`src/rtl/packed_dot_engine.sv`:
```
// packed_dot_engine: reads a two-word header from the input SRAM and from the
// weight memory. It then multiply-accumulates the packed signed elements, one
// memory word per cycle, and writes the 32-bit dot product to the output SRAM
// as a low word followed by a high word.
//
// state  | meaning
// -------+-----------------------------------------------------------------
// IDLE   | waiting for dut_run
// HDR    | two cycles: issue header addresses, capture element counts
// LOAD   | capture element sizes, validate header, size the word loop
// CALC   | accumulate one data word per cycle, words_left down to 1
// WR_LO  | write result[15:0] to OUT_BASE (suppressed on bad header)
// WR_HI  | write result[31:16] to OUT_BASE+1 (suppressed on bad header)
// DONE   | one-cycle done pulse, error flag becomes visible
module packed_dot_engine #(
   parameter int DATA_W   = 16,
   parameter int ADDR_W   = 12,
   parameter int ACC_W    = 32,
   parameter int IN_BASE  = 0,
   parameter int WT_BASE  = 0,
   parameter int OUT_BASE = 0,
   parameter int MAX_N    = 4095
) (
   input  logic              clk,
   input  logic              reset,
   input  logic              dut_run,
   output logic              dut_busy,
   output logic              dut_done,
   output logic              dut_error,
   output logic [ADDR_W-1:0] dut_sram_read_address,
   input  logic [DATA_W-1:0] sram_dut_read_data,
   output logic [ADDR_W-1:0] dut_wmem_read_address,
   input  logic [DATA_W-1:0] wmem_dut_read_data,
   output logic [ADDR_W-1:0] dut_sram_write_address,
   output logic [DATA_W-1:0] dut_sram_write_data,
   output logic              dut_sram_write_enable
);

   localparam logic [2:0] S_IDLE  = 3'd0;
   localparam logic [2:0] S_HDR   = 3'd1;
   localparam logic [2:0] S_LOAD  = 3'd2;
   localparam logic [2:0] S_CALC  = 3'd3;
   localparam logic [2:0] S_WR_LO = 3'd4;
   localparam logic [2:0] S_WR_HI = 3'd5;
   localparam logic [2:0] S_DONE  = 3'd6;

   logic [2:0]               state;
   logic                     hdr_phase;
   logic [15:0]              in_cnt;
   logic [15:0]              wt_cnt;
   logic [4:0]               in_size;
   logic [15:0]              words_left;
   logic [15:0]              elems_left;
   logic signed [ACC_W-1:0]  acc;
   logic                     hdr_bad;
   logic                     err;
   logic [ADDR_W-1:0]        sram_addr;
   logic [ADDR_W-1:0]        wmem_addr;

   logic                     size_ok;
   logic                     hdr_bad_c;
   logic [15:0]              w_words_c;
   logic [16:0]              cnt_ext;
   logic [15:0]              lanes;
   logic signed [ACC_W-1:0]  word_sum;
   logic signed [31:0]       result;

   // Header validation and word count, evaluated while the size words are on the read buses
   always_comb begin
      cnt_ext   = {1'b0, in_cnt};
      size_ok   = 1'b0;
      w_words_c = '0;
      case (sram_dut_read_data)
         16'd2: begin
            size_ok   = 1'b1;
            w_words_c = 16'((cnt_ext + 17'd7) >> 3);
         end
         16'd4: begin
            size_ok   = 1'b1;
            w_words_c = 16'((cnt_ext + 17'd3) >> 2);
         end
         16'd8: begin
            size_ok   = 1'b1;
            w_words_c = 16'((cnt_ext + 17'd1) >> 1);
         end
         16'd16: begin
            size_ok   = 1'b1;
            w_words_c = in_cnt;
         end
         default: begin
            size_ok   = 1'b0;
            w_words_c = '0;
         end
      endcase
      hdr_bad_c = !size_ok
                  || (sram_dut_read_data != wmem_dut_read_data)
                  || (in_cnt != wt_cnt)
                  || (in_cnt > 16'(MAX_N));
   end

   // Elements per word for the captured size
   always_comb begin
      case (in_size)
         5'd2:    lanes = 16'd8;
         5'd4:    lanes = 16'd4;
         5'd8:    lanes = 16'd2;
         default: lanes = 16'd1;
      endcase
   end

   // Sum of lane products for the current word; lanes at or beyond the element count contribute zero
   always_comb begin
      word_sum = '0;
      case (in_size)
         5'd2: begin
            for (int j = 0; j < 8; j++) begin
               if (16'(j) < elems_left)
                  word_sum = word_sum
                     + ACC_W'($signed(sram_dut_read_data[2*j +: 2]))
                     * ACC_W'($signed(wmem_dut_read_data[2*j +: 2]));
            end
         end
         5'd4: begin
            for (int j = 0; j < 4; j++) begin
               if (16'(j) < elems_left)
                  word_sum = word_sum
                     + ACC_W'($signed(sram_dut_read_data[4*j +: 4]))
                     * ACC_W'($signed(wmem_dut_read_data[4*j +: 4]));
            end
         end
         5'd8: begin
            for (int j = 0; j < 2; j++) begin
               if (16'(j) < elems_left)
                  word_sum = word_sum
                     + ACC_W'($signed(sram_dut_read_data[8*j +: 8]))
                     * ACC_W'($signed(wmem_dut_read_data[8*j +: 8]));
            end
         end
         default: begin
            if (elems_left != 16'd0)
               word_sum = ACC_W'($signed(sram_dut_read_data))
                        * ACC_W'($signed(wmem_dut_read_data));
         end
      endcase
   end

   // Sequencer, address generation and accumulator
   always_ff @(posedge clk) begin
      if (reset) begin
         state      <= S_IDLE;
         hdr_phase  <= 1'b0;
         in_cnt     <= '0;
         wt_cnt     <= '0;
         in_size    <= '0;
         words_left <= '0;
         elems_left <= '0;
         acc        <= '0;
         hdr_bad    <= 1'b0;
         err        <= 1'b0;
         sram_addr  <= '0;
         wmem_addr  <= '0;
      end else begin
         case (state)
            S_IDLE: begin
               if (dut_run) begin
                  state     <= S_HDR;
                  hdr_phase <= 1'b0;
                  sram_addr <= ADDR_W'(IN_BASE);
                  wmem_addr <= ADDR_W'(WT_BASE);
                  acc       <= '0;
                  hdr_bad   <= 1'b0;
                  err       <= 1'b0;
               end
            end
            S_HDR: begin
               sram_addr <= sram_addr + 1'b1;
               wmem_addr <= wmem_addr + 1'b1;
               if (!hdr_phase) begin
                  hdr_phase <= 1'b1;
               end else begin
                  in_cnt <= sram_dut_read_data;
                  wt_cnt <= wmem_dut_read_data;
                  state  <= S_LOAD;
               end
            end
            S_LOAD: begin
               // The first data address goes out here; it is wasted when the loop is skipped
               sram_addr  <= sram_addr + 1'b1;
               wmem_addr  <= wmem_addr + 1'b1;
               in_size    <= sram_dut_read_data[4:0];
               hdr_bad    <= hdr_bad_c;
               words_left <= w_words_c;
               elems_left <= in_cnt;
               // A bad header rides the write states with the strobe held low so that
               // done lands at the same offset as an empty job
               if (hdr_bad_c || (w_words_c == 16'd0))
                  state <= S_WR_LO;
               else
                  state <= S_CALC;
            end
            S_CALC: begin
               sram_addr  <= sram_addr + 1'b1;
               wmem_addr  <= wmem_addr + 1'b1;
               acc        <= acc + word_sum;
               elems_left <= elems_left - lanes;
               words_left <= words_left - 1'b1;
               if (words_left == 16'd1)
                  state <= S_WR_LO;
            end
            S_WR_LO: begin
               state <= S_WR_HI;
            end
            S_WR_HI: begin
               state <= S_DONE;
               err   <= hdr_bad;
            end
            S_DONE: begin
               state <= S_IDLE;
            end
            default: begin
               state <= S_IDLE;
            end
         endcase
      end
   end

   assign result = 32'(acc);

   // Output drive decoded from state; write path is idle outside the write states
   always_comb begin
      dut_sram_write_enable  = 1'b0;
      dut_sram_write_address = '0;
      dut_sram_write_data    = '0;
      if (!hdr_bad) begin
         if (state == S_WR_LO) begin
            dut_sram_write_enable  = 1'b1;
            dut_sram_write_address = ADDR_W'(OUT_BASE);
            dut_sram_write_data    = DATA_W'(result[15:0]);
         end else if (state == S_WR_HI) begin
            dut_sram_write_enable  = 1'b1;
            dut_sram_write_address = ADDR_W'(OUT_BASE + 1);
            dut_sram_write_data    = DATA_W'(result[31:16]);
         end
      end
   end

   assign dut_busy              = (state != S_IDLE) && (state != S_DONE);
   assign dut_done              = (state == S_DONE);
   assign dut_error             = err;
   assign dut_sram_read_address = sram_addr;
   assign dut_wmem_read_address = wmem_addr;

endmodule

```
`config.mk`:
```
export PLATFORM = sky130hd
export DESIGN_NAME = packed_dot_engine
export DESIGN_NICKNAME = d
export VERILOG_FILES = /design/src/rtl/packed_dot_engine.sv
export SDC_FILE = /design/constraint.sdc
export NUM_CORES = 2
export LEC_CHECK = 0
export CORE_MARGIN = 1.5
export CORE_UTILIZATION = 70
export CTS_CLUSTER_SIZE = 20
export DETAILED_ROUTE_END_ITERATION = 12
export GPL_ROUTABILITY_DRIVEN = 1
export HOLD_SLACK_MARGIN = 0.06
export PLACE_DENSITY = 0.88
export SLEW_MARGIN = 20
export SYNTH_ARGS = -nofsm -noshare
export SYNTH_HDL_FRONTEND = slang
export SYNTH_SLANG_ARGS = --single-unit
```
`constraint.sdc`:
```
create_clock -name clk -period 50 [get_ports clk]
set_clock_uncertainty 0.05 [all_clocks]
set_input_delay 7.5 -clock clk [delete_from_list [all_inputs] [get_ports clk]]
set_output_delay 7.5 -clock clk [all_outputs]
set_load 0.01 [all_outputs]
```
; Word level (Yosys, flattened, before mapping)
; Index checks and enable logic that the tools add are counted.
[totals]
elab_cells = 155
register_bits = 131
out_inout_bits = 56
inputBits = 35
[classes]
mul = 15
add_sub_neg = 19
n_eq_ne = 20
muxes = 55
reduce_logical = 25
n_lt_le_gt_ge = 9
[op_table]
columns = operator, n
row1 = $mux W32, 27
row2 = $add A32 B4 Y32, 7
row3 = $add A32 B8 Y32, 3
row4 = $pmux W32 S3, 1
row5 = $lt A3 B16 Y1 const A, 4
row6 = $pmux W16 S2, 2
row7 = $pmux W16 S4, 1
row8 = $pmux W32 S2, 1
row9 = $mux W16, 3
row10 = $pmux W12 S2, 2
row11 = $add A32 B16 Y32, 1
row12 = $add A32 B32 Y32, 1
row13 = $lt A1 B16 Y1 const A, 2
row14 = $lt A2 B16 Y1 const A, 2
row15 = $mul A16 B16 Y32, 1
row16 = $mul A2 B2 Y4, 8
row17 = $mul A4 B4 Y8, 4
row18 = $mul A8 B8 Y16, 2
row19 = $ne A16 B16 Y1, 2
row20 = $add A12 B1 Y12 const B, 2
row21 = $pmux W3 S6, 1
row22 = $add A16 B1 Y17 const B, 1
row23 = $add A16 B2 Y17 const B, 1
row24 = $add A16 B3 Y17 const B, 1
row25 = 33 further kinds, 63

; Logic depth before layout (Yosys ltp)
[depth]
ltp_word = 26
mapped_depth = 93

; Worst setup path after synthesis
; OpenSTA, ideal clock, no wires.
[synth_timing]
path_kind = input to register
start = input port sram_dut_read_data[0]
end = register acc[31]
arrival_ns = 22.962
path_buffers = 3
path_slack_ns = 26.856
setup_ns = 0.132
stages = 85
path_cell_list = clkbuf_1 -> nand2b_1 -> fa_1 -> inv_1 -> ha_1 -> and2_1 -> ha_1 -> ha_1 -> a21o_1 -> a21o_1 -> nand2_1 -> nand2_1 -> fa_1 -> nand2_1 -> nand2_1 -> ha_1 -> nand2b_1 -> ha_1 -> [49 not listed] -> ha_1 -> clkbuf_1 -> a21o_1 -> a21o_1 -> o21bai_1 -> xor2_1 -> a211oi_1 -> a31oi_1 -> ha_1 -> and3_1 -> a21oi_1 -> o21ai_0 -> o21ai_0 -> nand2b_1 -> a21oi_1 -> xnor2_1 -> mux2i_1 -> a21oi_1
[synth_via]
elab_chain_len = 26
word_cells_on_any_way = 44
[synth_rtl]
columns = item, line_no
row1 = from (decl), 31  ; input logic [DATA_W-1:0] sram_dut_read_data,
row2 = $mul A2 B2 Y4, 120  ; * ACC_W'($signed(wmem_dut_read_data[2*j +: 2]));
row3 = $mux W32, 117  ; if (16'(j) < elems_left)
row4 = $mux W32, 114  ; case (in_size)
row5 = $add A32 B4 Y32, 119  ; + ACC_W'($signed(sram_dut_read_data[2*j +: 2]))
row6 = $mux W32, 117
row7 = $mux W32, 114
row8 = $add A32 B4 Y32, 119
row9 = $mux W32, 117
row10 = [10 not listed], n/a
row11 = $add A32 B4 Y32, 119
row12 = $mux W32, 117
row13 = $mux W32, 114
row14 = $add A32 B4 Y32, 119
row15 = $mux W32, 117
row16 = $pmux W32 S3 (*), 114
row17 = $add A32 B32 Y32 (*), 204  ; acc <= acc + word_sum;
row18 = $pmux W32 S2 (*), 163  ; case (state)
row19 = to (signal assigned), 204
row20 = to (decl), 54  ; logic signed [ACC_W-1:0] acc;
; Mark *: on every way between the ends. The rest lies on a longest branch, timed or not. The select of a mux whose other input is x is not followed.
; A chain may end at the register's enable or synchronous reset.

; Worst setup path after layout
[layout_timing]
start = input port wmem_dut_read_data[1]
end = register acc[31]
[layout_via]
elab_chain_len = 26
word_cells_on_any_way = 44
[layout_rtl]
columns = item, line_no
row1 = from (decl), 33  ; input logic [DATA_W-1:0] wmem_dut_read_data,
row2 = $mul A2 B2 Y4, 120
row3 = $mux W32, 117
row4 = $mux W32, 114
row5 = $add A32 B4 Y32, 119
row6 = $mux W32, 117
row7 = $mux W32, 114
row8 = $add A32 B4 Y32, 119
row9 = $mux W32, 117
row10 = [10 not listed], n/a
row11 = $add A32 B4 Y32, 119
row12 = $mux W32, 117
row13 = $mux W32, 114
row14 = $add A32 B4 Y32, 119
row15 = $mux W32, 117
row16 = $pmux W32 S3 (*), 114
row17 = $add A32 B32 Y32 (*), 204
row18 = $pmux W32 S2 (*), 163
; Marked as above.

==> flow_metrics.env <==
export IMPL_grt_pass1_wl_um=243800
export IMPL_num_rows=96
export IMPL_crit_path_max_fanout=18
export IMPL_die_area_um2=70690
export IMPL_cts_buffers=17
export IMPL_synth_edf_count=0
export IMPL_holdCritStartpoint="in_size[4]$_SDFFE_PP0P_"
export IMPL_final_hold_violation_count=0
export IMPL_vias=45019
export IMPL_fin_crit_ns=26.25
export IMPL_worstPathArrival_ns=26.50
export IMPL_io_pins=91
export IMPL_area_growth_pct=4.692
export IMPL_first_pass_iters=6
export IMPL_gr_total_overflow=0
export IMPL_synth_area_um2=48370
export IMPL_multi_input_area_um2=41710
export IMPL_cts_num_sinks=131
export IMPL_antenna_found_initial=7
export IMPL_path_clk_slew_ns=0.06
export IMPL_grt_pass1_vias=44200
export IMPL_setup_violations_final=0
export IMPL_cp_data_required_time_ns=50.25
export IMPL_synth_top_flop_cell="dfxtp_1"
export IMPL_drv_slew=0
export IMPL_grt_max_degree=85
export IMPL_routed_via_density=6.451
export IMPL_cts_resized=0
export IMPL_regToRegSetupSlack_ns=30.74
export IMPL_start_util=0.7065
export IMPL_setup_tns_ns=0
export IMPL_wl_met2_um=67410
export IMPL_cts_post_setup_buffers_inserted=0
export IMPL_insertion_delay_ns=0.44
export IMPL_r2r_cells=80
export IMPL_place_hpwl_um=125100
export IMPL_postRouteAntennaNets=0
export IMPL_critical_path_class="in -> reg"
export IMPL_routedWlPerCell_um=22.44
export IMPL_grt_total_usage=0.4426
export IMPL_cts_max_path_buffers=2
export IMPL_register_area_um2=2624
export IMPL_drtIter0Drc=5030
export IMPL_cts_root_buf="clkbuf_16"
export IMPL_wl_met3_um=17640
export IMPL_fin_crit_sh=0.5251
export IMPL_dieWidth_um=265.9
export IMPL_port_buffer_count=79
export IMPL_nets=7400
export IMPL_fmax_mhz=38.09
export IMPL_ys_types=100
export IMPL_postSynthAreaPerCell_um2=7.906
export IMPL_worst_pin_slew_ns=1.194
export IMPL_top_layer_used="met5"
export IMPL_htreeDepth=4
export IMPL_cap_violations=0
export IMPL_drive_above_1_share=0.03693
export IMPL_wl_met1_um=59540
export IMPL_synth_cells=6118
export IMPL_holdPathStages=2
export IMPL_rsz0062_at_grt="no"
export IMPL_cts_tree="done"
export IMPL_status="finished clean"
export IMPL_holdBufCountCts=0
export IMPL_place_gp_congestion=1.102
export IMPL_ys_ff_latch=131
export IMPL_crit_top_cell="ha_1"
export IMPL_holdPathEnd="in_size[4]$_SDFFE_PP0P_"
export IMPL_cpPeakStageDelay_ns=1.12
export IMPL_regToRegStartpoint="elems_left[12]$_SDFFE_PP0P_"
export IMPL_seq_area_frac_synth=0.05422
export IMPL_reg2reg_to="acc[31]$_SDFFE_PP0P_"
export IMPL_die_h_um=265.9
export IMPL_hp_class="reg -> reg"
export IMPL_core_um2=68470
export IMPL_endpoint_kind="flop"
export IMPL_async_flop_share=0
export IMPL_yosys_warnings=0
export IMPL_routed_wl_um=156600
export IMPL_start_kind="input port"
export IMPL_slew_headroom=0.2014
export IMPL_drc=0
export IMPL_nFillCells=5202
export IMPL_worst_path_max_delay_cell="clkdlybuf4s50_1"
[through the flow]
step,hold slack [ns],instance area [um2],setup slack [ns],utilization,std cells
floorplan,0.3811,48410,26.86,-,6128
global placement,0.3875,50060,23.59,0.7312,6942
detailed placement,0.3992,50060,23.57,0.7312,6942
CTS,0.4077,50630,23.95,0.7395,6974
global route,0.4153,50630,22.58,0.7395,6974
finish,0.4097,50640,23.75,0.7397,6979
[sequential cells by signal (all words and copies together) (netlist names)]
| register | flops |
|---|---|
| dut_sram_read_address | 12 |
| dut_error | 1 |
| elems_left | 16 |
| hdr_bad | 1 |
| dut_wmem_read_address | 12 |
| acc | 32 |
| hdr_phase | 1 |
| state | 3 |
| wt_cnt | 16 |
| in_size | 5 |
| words_left | 16 |
| in_cnt | 16 |
[metal layers]
metal,up-vias,track usage
met2,2566,0.6784
met1,21388,0.5615
li1,20439,-
met4,6,0.2779
met5,-,0
met3,620,0.1076
[worst max path at each step]
stage	startpoint	end	slack (ns)	cells past startpoint
after floorplan	sram_dut_read_data[0]	acc[31]$_SDFFE_PP0P_	26.86	85
after CTS	wmem_dut_read_data[1]	acc[31]$_SDFFE_PP0P_	23.95	80
after global placement	wmem_dut_read_data[1]	acc[31]$_SDFFE_PP0P_	23.59	80
after detailed placement	wmem_dut_read_data[1]	acc[31]$_SDFFE_PP0P_	23.57	80
after global routing	wmem_dut_read_data[1]	acc[31]$_SDFFE_PP0P_	22.58	80
final	wmem_dut_read_data[1]	acc[31]$_SDFFE_PP0P_	23.75	80
[cells in the final DEF, fill, tap and decap left out, drive strengths merged, types with 19 or more instances in the layout]
master and count:
inv 865, ha 731, nand2 627, fa 555, a21oi 468, nor2 405
o21ai 279, xnor2 252, nand2b 230, a21o 162, dfxtp 131, xor2 125
and2 111, buf 81, nand3 78, clkdlybuf4s50 78, nor3 75, o21bai 66
a211oi 49, nor2b 47, mux2 41, o21a 40, a22oi 40, a31oi 40
nand4 39, and3 33, o211ai 31, or3 28, nor4 24, o31ai 22
o22ai 21, or2 20, mux2i 19, clkbuf 19
[critical path: cells and delay by family]
kind,cells,cell delay [ns]
simple gates,19,2.67
buf+inv,3,1.42
mux,2,0.53
fa+ha+maj,18,6.25
xor+xnor,7,0.84
compound gates,31,7.24
[Yosys cell counts (47+ instances only)]
cell / count / area (um2)
dfxtp_1: 131 / 2623
nand3_1: 78 / 390.4
nor2_1: 405 / 1520
xnor2_1: 252 / 2207
o21ai_0: 267 / 1336
a21oi_1: 466 / 2332
nor2b_1: 47 / 294.0
inv_1: 860 / 3228
fa_1: 555 / 11110
ha_1: 731 / 9146
nor3_1: 75 / 375.4
nand2b_1: 230 / 1439
o21bai_1: 66 / 495.5
a21o_1: 162 / 1216
a211oi_1: 49 / 367.9
and2_1: 111 / 694.4
clkbuf_1: 194 / 728.2
xor2_1: 125 / 1095
nand2_1: 626 / 2350
[logic make-up after synthesis]
kind of cell	synth area share
flops	0.05422
mux	0.01363
other cells	0.00007753
fa+ha+maj	0.4188
xor+xnor	0.06919
simple gates	0.1733
compound gates	0.1851
buf+inv	0.08564
[final cells by class]
class / count / share of cell area
Multi-Input combinational cell: 4907 / 0.8235
Clock inverter: 13 / 0.002471
Timing Repair Buffer: 159 / 0.02742
Clock buffer: 19 / 0.008746
Antenna cell: 5 / 0.0002471
Sequential cell: 131 / 0.05181
Tap cell: 882 / 0.02179
Inverter: 863 / 0.06397
Power is not shown: default switching activity piles up to over one toggle a cycle in this logic, so the estimate is an artifact.
